$ cat config.mk
export PLATFORM = sky130hd
export DESIGN_NAME = uart_rx_fifo
export DESIGN_NICKNAME = d
export VERILOG_FILES = /design/src/rtl/uart_pkg.sv /design/src/rtl/uart_fifo_ram.sv /design/src/rtl/uart_rx_fifo.sv
export SDC_FILE = /design/constraint.sdc
export NUM_CORES = 1
export LEC_CHECK = 0
export ABC_CLOCK_PERIOD_IN_PS = 3800
export CAP_MARGIN = 0
export CELL_PAD_IN_SITES_DETAIL_PLACEMENT = 1
export CELL_PAD_IN_SITES_GLOBAL_PLACEMENT = 1
export CORE_MARGIN = 3
export CORE_UTILIZATION = 24
export CTS_CLUSTER_DIAMETER = 60
export CTS_CLUSTER_SIZE = 30
export DETAILED_ROUTE_END_ITERATION = 12
export PLACE_DENSITY_LB_ADDON = 0.08
export SLEW_MARGIN = 20
export SYNTH_ARGS = -nofsm -noshare
export SYNTH_HDL_FRONTEND = slang
export SYNTH_SLANG_ARGS = --single-unit
$ cat constraint.sdc
create_clock -name clk -period 3.8 [get_ports clk]
set_input_delay 0.38 -clock clk [delete_from_list [all_inputs] [get_ports clk]]
set_output_delay 0.38 -clock clk [all_outputs]
set_load 0.02 [all_outputs]
$ cat src/rtl/uart_pkg.sv
// Shared UART constants and types, used by the receiver, the transmitter and the RX FIFO.
package uart_pkg;

    localparam int unsigned UART_DATA_W            = 8;
    localparam int unsigned UART_RX_FIFO_DEPTH_DEF = 16;

    typedef logic [UART_DATA_W-1:0] uart_byte_t;

endpackage

$ cat src/rtl/uart_fifo_ram.sv
// Byte storage for the UART RX FIFO: synchronous write port and asynchronous read port.
module uart_fifo_ram
    import uart_pkg::*;
#(
    parameter int unsigned DEPTH = UART_RX_FIFO_DEPTH_DEF,
    parameter int unsigned AW    = $clog2(DEPTH)
) (
    input  logic                   clk,
    input  logic                   we,
    input  logic [AW-1:0]          waddr,
    input  logic [UART_DATA_W-1:0] wdata,
    input  logic [AW-1:0]          raddr,
    output logic [UART_DATA_W-1:0] rdata
);

    uart_byte_t mem [DEPTH];

    always_ff @(posedge clk) begin
        if (we) begin
            mem[waddr] <= wdata;
        end
    end

    always_comb begin
        rdata = mem[raddr];
    end

endmodule

$ cat src/rtl/uart_rx_fifo.sv
// First-word-fall-through receive FIFO with strobe edge detection and a sticky overrun flag.
// Define UART_RX_FIFO_STATUS_EN to add the level and almost_full status ports.
module uart_rx_fifo
    import uart_pkg::*;
#(
    parameter int unsigned DEPTH     = UART_RX_FIFO_DEPTH_DEF,
    parameter int unsigned AFULL_LVL = 12
) (
    input  logic                     clk,
    input  logic                     reset,
    input  logic [UART_DATA_W-1:0]   wr_data,
    input  logic                     wr_strobe,
    output logic [UART_DATA_W-1:0]   rd_data,
    output logic                     rd_valid,
    input  logic                     rd_ready,
    input  logic                     overrun_clr,
`ifdef UART_RX_FIFO_STATUS_EN
    output logic [$clog2(DEPTH):0]   level,
    output logic                     almost_full,
`endif
    output logic                     overrun
);

    localparam int unsigned AW = $clog2(DEPTH);
    localparam int unsigned CW = AW + 1;
    localparam logic [CW-1:0] FULL_CNT = CW'(DEPTH);

    if (DEPTH < 4 || DEPTH > 256 || (DEPTH & (DEPTH - 1)) != 0 ||
        AFULL_LVL < 1 || AFULL_LVL > DEPTH) begin : g_param_check
        $error("uart_rx_fifo: illegal DEPTH or AFULL_LVL");
    end

    logic          strobe_q;
    logic          armed;
    logic          push_edge;
    logic          do_push;
    logic          pop;
    logic          full;
    logic [AW-1:0] wr_ptr;
    logic [AW-1:0] rd_ptr;
    logic [CW-1:0] count;
    uart_byte_t    ram_rdata;

    // armed stays low after reset until wr_strobe is seen low, so a strobe
    // already high across reset release cannot fake a rising edge.
    always_comb begin
        push_edge = wr_strobe & ~strobe_q & armed;
        rd_valid  = (count != '0);
        full      = (count == FULL_CNT);
        pop       = rd_valid & rd_ready;
        do_push   = push_edge & (~full | pop);
        rd_data   = rd_valid ? ram_rdata : '0;
    end

    always_ff @(posedge clk) begin
        if (reset) begin
            strobe_q <= 1'b0;
            armed    <= 1'b0;
            wr_ptr   <= '0;
            rd_ptr   <= '0;
            count    <= '0;
            overrun  <= 1'b0;
        end else begin
            strobe_q <= wr_strobe;
            if (!wr_strobe) begin
                armed <= 1'b1;
            end
            if (do_push) begin
                wr_ptr <= wr_ptr + AW'(1);
            end
            if (pop) begin
                rd_ptr <= rd_ptr + AW'(1);
            end
            case ({do_push, pop})
                2'b10:   count <= count + CW'(1);
                2'b01:   count <= count - CW'(1);
                default: count <= count;
            endcase
            if (push_edge && full && !pop) begin
                overrun <= 1'b1;
            end else if (overrun_clr) begin
                overrun <= 1'b0;
            end
        end
    end

`ifdef UART_RX_FIFO_STATUS_EN
    always_comb begin
        level       = count;
        almost_full = (count >= CW'(AFULL_LVL));
    end
`endif

    uart_fifo_ram #(
        .DEPTH (DEPTH),
        .AW    (AW)
    ) u_ram (
        .clk   (clk),
        .we    (do_push & ~reset),
        .waddr (wr_ptr),
        .wdata (wr_data),
        .raddr (rd_ptr),
        .rdata (ram_rdata)
    );

endmodule

* Word level (Yosys, flattened, before mapping)
Memories as Yosys holds them, arrays and structs flattened. A register that Yosys moved wholly into a read port is not among the register bits.
Cells that the tools add are included.
** Word-level totals
- Bits in registers :: 16
- Bits in writable memories :: 128
- Bits of input ports :: 13
- Output and inout bits :: 10
- Memories :: 1
** Operators by class
- Add/subtract/negate cells :: 4
- Eq/ne operators :: 3
- Mux-type cells :: 8
- Bitwise operators :: 9
- Reduce and logical (&&, ||, !) cells :: 6
** Memory list
- u_ram.mem :: depth 16, bits a word 8, read ports 1, clocked after memory_dff 1, write ports 1, RTL line uart_fifo_ram.sv:16 : uart_byte_t mem [DEPTH];
** Operator list (number)
- $pmux 5 s2 :: 1
- $add 4x1->4 const B :: 2
- $mux 4 :: 2
- $mux 8 :: 1
- $add 5x1->5 const B :: 1
- $and 1x1->1 :: 5
- $eq 5x5->1 const B :: 1
- $reduce_bool 5->1 :: 1
- $sub 5x1->5 const B :: 1
- $mux 1 :: 4
- $reduce_bool 2->1 :: 2
- $not 1->1 :: 3
- $eq 2x1->1 const B :: 1
- $eq 2x2->1 const B :: 1
- $logic_and 1x1->1 :: 2
- $logic_not 1->1 :: 1
- $or 1x1->1 :: 1

* Depth between registers and ports, before layout
- Word-level depth :: 7
- Gate-level depth with buffers :: 9
- Mapped depth without buffers :: 9

* Hierarchy
Synthesis repeated with hierarchy kept, for this count alone.
** Unflattened totals
- Cell total of the unflattened synthesis :: 333
- Area, all modules :: 5980.7 sq um
** By module, submodules not included
- uart_fifo_ram :: instances 1, cells an instance 221, area each 4987.3 sq um, seq. area each 3843.7 sq um
- uart_rx_fifo :: instances 1, cells an instance 112, area each 993.5 sq um, seq. area each 320.3 sq um

* Least setup slack after synthesis
Ideal clock, no wire load.
- Path type :: flip-flop to flip-flop
- Start point :: reg count[1]
- End point :: reg count[4]
- Setup time :: 121 ps
- Arrival :: 2376 ps
- Setup slack :: 1303 ps
- Stages on the path, launching flop included :: 9
- Buffers on the path :: 1
- Path through :: dfxtp_1 > buf_4 > or4_4 > o2111ai_1 > nand2_1 > ha_1 > o31a_2 > o32ai_2 > mux2_4
** Between the ends
- Longest elaborated chain between the ends :: 6
- Elaborated cells on any way between the ends :: 12
- Classes of those cells :: add/sub (2); eq/ne (3); mux (1); bitwise (4); reduce/logical (2)
** RTL lines
- start: declaration :: RTL line uart_rx_fifo.sv:41 : logic [CW-1:0] count;
- start signal: assignment :: RTL line uart_rx_fifo.sv:75 : 2'b10: count <= count + CW'(1);
- start signal: assignment :: RTL line uart_rx_fifo.sv:76 : 2'b01: count <= count - CW'(1);
- start signal: assignment :: RTL line uart_rx_fifo.sv:77 : default: count <= count;
- $reduce_bool 5->1 / $eq 5x5->1 (equally long branches) :: RTL line uart_rx_fifo.sv:48, uart_rx_fifo.sv:49
- $and 1x1->1 / $not 1->1 (equally long branches) :: RTL line uart_rx_fifo.sv:50, uart_rx_fifo.sv:51
- $or 1x1->1 :: RTL line uart_rx_fifo.sv:51 : do_push = push_edge & (~full | pop);
- $and 1x1->1 :: RTL line uart_rx_fifo.sv:51
- $eq 2x1->1 / $eq 2x2->1 (equally long branches) :: RTL line uart_rx_fifo.sv:74 : case ({do_push, pop})
- $pmux 5 s2 / $reduce_bool 2->1 (equally long branches)
Several ways; a longest one is shown, not always the timed one.
A chain may end at the register's enable or synchronous reset.

* Final worst setup path
- Start point :: reg count[1]
- End point :: out rd_data[7]
** Between the ends
- Longest elaborated chain between the ends :: 2
** RTL lines
- $reduce_bool 5->1 :: RTL line uart_rx_fifo.sv:48 : rd_valid = (count != '0);
- $mux 8 :: RTL line uart_rx_fifo.sv:52 : rd_data = rd_valid ? ram_rdata : '0;
- end: declaration :: RTL line uart_rx_fifo.sv:13 : output logic [UART_DATA_W-1:0] rd_data,
No other way between the ends.

==> impl_metrics.yaml <==
sta:
  slew_headroom_pct: 47.9
  report.final.slew_viol_count: 0
  timing.final.crit_share_pct: 84.2
  finalSetupViolations: 0
  timing.final.crit_period_ns: 3.20
  hold_slack_ns: 0.462
  clock-skew-final_ns: 0.00881
  maximum_clock_frequency_mhz: 313
  worst_slew_pin_slew_ns: 0.778
  setup_repair_after_global_routing_missed_its_margin: "no"
  fin_setup_tns_ns: 0
  number_of_hold_violations_in_the_final_report: 0
flow_run:
  maxCapViolations: 0
cells_and_area:
  drive_gt1_share_pct: 23.3
  fin_nets: 397
  layout.cells.most_common: "sky130_fd_sc_hd__edfxtp_1"
  areaGrowthSynthToFinish_pct: 22.3
  antenna_cells_inserted: 0
  layout.filler_cells: 2511
  finalInstanceArea_sq_um: 7330
  mostFrequentLayoutCells: "sky130_fd_sc_hd__edfxtp_1, sky130_fd_sc_hd__mux4_2, sky130_fd_sc_hd__nor2_1"
clocking:
  cts_tree: "yes"
  holdBufCountCts: 0
  clkSinkCount: 148
  worstSkewPairLatency_ns: 0.42
  post-cts-setup-buffer-count: 0
  cts_root_buf: "sky130_fd_sc_hd__clkbuf_16"
  clkTransAtPathRegs_ns: 0.06
  htreeDepth: 4
  cts-resized-gates: 0
  cts-buffers-inserted: 17
  clk_path_buf_depth: 2
global_routing:
  grt_antenna_before_repair: 0
  grt_max_degree: 33
  via_count_of_the_first_global_routing_pass: 3358
  groute.usage.overall_pct: 11.5
  grt_overflow: 0
  grt_pass1_wl_mm: 21.7
worst_setup_path:
  critical_path_cell_sequence: "nor4_4 -> nand2b_1 -> nand2b_1 -> o22ai_1 -> clkdlybuf4s50_1"
  timing.rr.end: "count[4]"
  slowest_cell_delay_on_critical_path_ns: 0.60
  critPathCaptureType: "output port"
  crit_path_start: "count[1]"
  timing.critical_path.from_type: "register"
  setup.worst_path.class: "register to output port"
  maximum_fanout_count_along_the_critical_path: 9
  critPathArrivalTime_ns: 2.82
  regToRegSetupSlack_ns: 1.11
  critPathRequiredTime_ns: 3.42
  worst_r2r_path_depth: 7
  crit_slowest_cell: "sky130_fd_sc_hd__clkdlybuf4s50_1"
  timing.critical_path.to: "rd_data[7]"
  r2r-start: "count[1]"
  dominant_cell_type_by_count_on_the_critical_path: "sky130_fd_sc_hd__nand2b_1"
die:
  die-width_um: 164
  vertical_extent_of_the_die_um: 164
  design.portCount: 23
  initial_utilization_pct: 24.5
  die-area_sq_um: 26900
  design.core.area_sq_um: 24500
  placement_rows: 57
drt:
  num_vias: 3121
  drc_errors: 0
  number_of_search_and_repair_iterations_in_the_first_detailed_routing_pass: 4
  route.detailed.vias_per_inst: 4.37
  postRouteWirelength_mm: 14.4
  wire_per_inst_um: 20.2
  drt_iter0_drc: 219
  antenna_left: 0
place:
  gp_routability_congestion: 0.687
  hpwlAfterDp_mm: 9.12
  placedInstanceArea_sq_um: 6700
  port_buffers: 22
logic_synthesis:
  netlist_instances: 333
  fraction_of_registers_with_async_set_or_reset_after_synthesis_pct: 0
  synth.yosys.warnings: 0
  synth.cell_area_sq_um: 5990
  synth_edf_count: 128
  synth_area_per_cell_sq_um: 18.0
  post-synth-top-area-fraction_pct: 64.1
  yosys_most_used_dff: "sky130_fd_sc_hd__edfxtp_1"
  synthesis.nets: 353
  synth.area.top_cells: "sky130_fd_sc_hd__edfxtp_1, sky130_fd_sc_hd__mux4_2, sky130_fd_sc_hd__dfxtp_1"
  yosysUniqueCellTypes: 48
  yosys_register_bits: 148
  synth_area_leader_cell: "sky130_fd_sc_hd__edfxtp_1"
  synth.yosys.seq_area_share_pct: 70.8
hold_path:
  hold_class: "register to register"
pwr:
  leakagePower_nw: 2.29
  powerDensity_nw_per_um2: 663
  worst_supply_voltage_drop_on_vdd_mv: 0.352
status:
  outcome: "completed"
## state kept, by name, summed over array words and instances, names as in the netlist, named ones only
signal / flops
count: 5
armed: 1
u_ram.mem: 128
rd_ptr: 4
wr_ptr: 4
strobe_q: 1
overrun: 1
## worst min-delay path by stage
stage          startpoint  endpoint  slack, ns  cells past startpoint
2_1_floorplan       armed     armed       0.43                      2
3_3_place_gp        armed     armed       0.45                      2
3_5_place_dp        armed     armed       0.45                      2
4_1_cts             armed     armed       0.46                      2
5_1_grt             armed     armed       0.51                      2
6_report            armed     armed       0.46                      2
## cell type report
class	instances	area [sq um]	share of cell area (%)
multi-input cells	162	1650	22.5
flip-flops and latches	148	4250	57.9
well taps	324	405	5.53
repair buffers	41	375	5.12
inverters	7	26.3	0.359
clock buffers	18	429	5.86
clock inverters	14	198	2.70
## power by group
group / internal [mW] / switching (mW) / leakage [nW]
logic: 0.563 / 0.599 / 0.669
registers: 1.81 / 0.100 / 1.31
clock network: 1.11 / 0.677 / 0.302
## Yosys cell counts, types with 2 or more instances
library cell               number
sky130_fd_sc_hd__edfxtp_1     128
sky130_fd_sc_hd__nand2_1       11
sky130_fd_sc_hd__nor3_1         3
sky130_fd_sc_hd__buf_2          3
sky130_fd_sc_hd__dfxtp_1       20
sky130_fd_sc_hd__a211oi_1       2
sky130_fd_sc_hd__o22ai_1        8
sky130_fd_sc_hd__ha_1           7
sky130_fd_sc_hd__inv_1          7
sky130_fd_sc_hd__a21oi_1        3
sky130_fd_sc_hd__nand3b_1       2
sky130_fd_sc_hd__clkbuf_1      10
sky130_fd_sc_hd__a211o_1        2
sky130_fd_sc_hd__nand3_1        2
sky130_fd_sc_hd__nand2b_1       2
sky130_fd_sc_hd__mux2i_1       19
sky130_fd_sc_hd__xnor2_1        2
sky130_fd_sc_hd__nor2b_1        5
sky130_fd_sc_hd__nor2_1        30
sky130_fd_sc_hd__mux4_2        32
sky130_fd_sc_hd__xor2_1         4
sky130_fd_sc_hd__o211ai_1       2
sky130_fd_sc_hd__o21ai_0        4
## cell families after synthesis
group,share of synthesized area [%]
xor+xnor,0.877
simple gates,5.13
mux,15.4
fa+ha+maj,1.46
flops,70.8
compound gates,4.59
buf+inv,1.69
## metrics by stage
step / power [mW] / util (%) / setup slack [ns] / std cells
finish: 4.86 / 30.0 / 0.600 / 714
CTS: 4.94 / 30.0 / 0.505 / 714
floorplan: 2.72 / - / 1.30 / 333
global placement: 3.14 / 27.4 / 0.857 / 682
detailed placement: 3.14 / 27.4 / 0.682 / 682
global route: 5.10 / 30.0 / 0.419 / 714
## critical path: cells and delay by family (launching register included)
family	cells	cell delay, ns
AO/OA/AOI/OAI	1	0.22
AND/OR/NAND/NOR	3	1.14
buffers and inverters	1	0.60
flip-flops	1	0.43
## metal layers
metal  GRT usage (%)  wire [um]  vias to the layer above  part of all wire, %
met5               0          0                        -                    0
met3            2.45        341                       13                  2.4
met4            4.50        207                        0                  1.4
met1            15.0       6850                     1638                   47
li1                -          -                     1424                    -
met2            18.5       7040                       46                   49
Power figures use the tool's default switching activity.
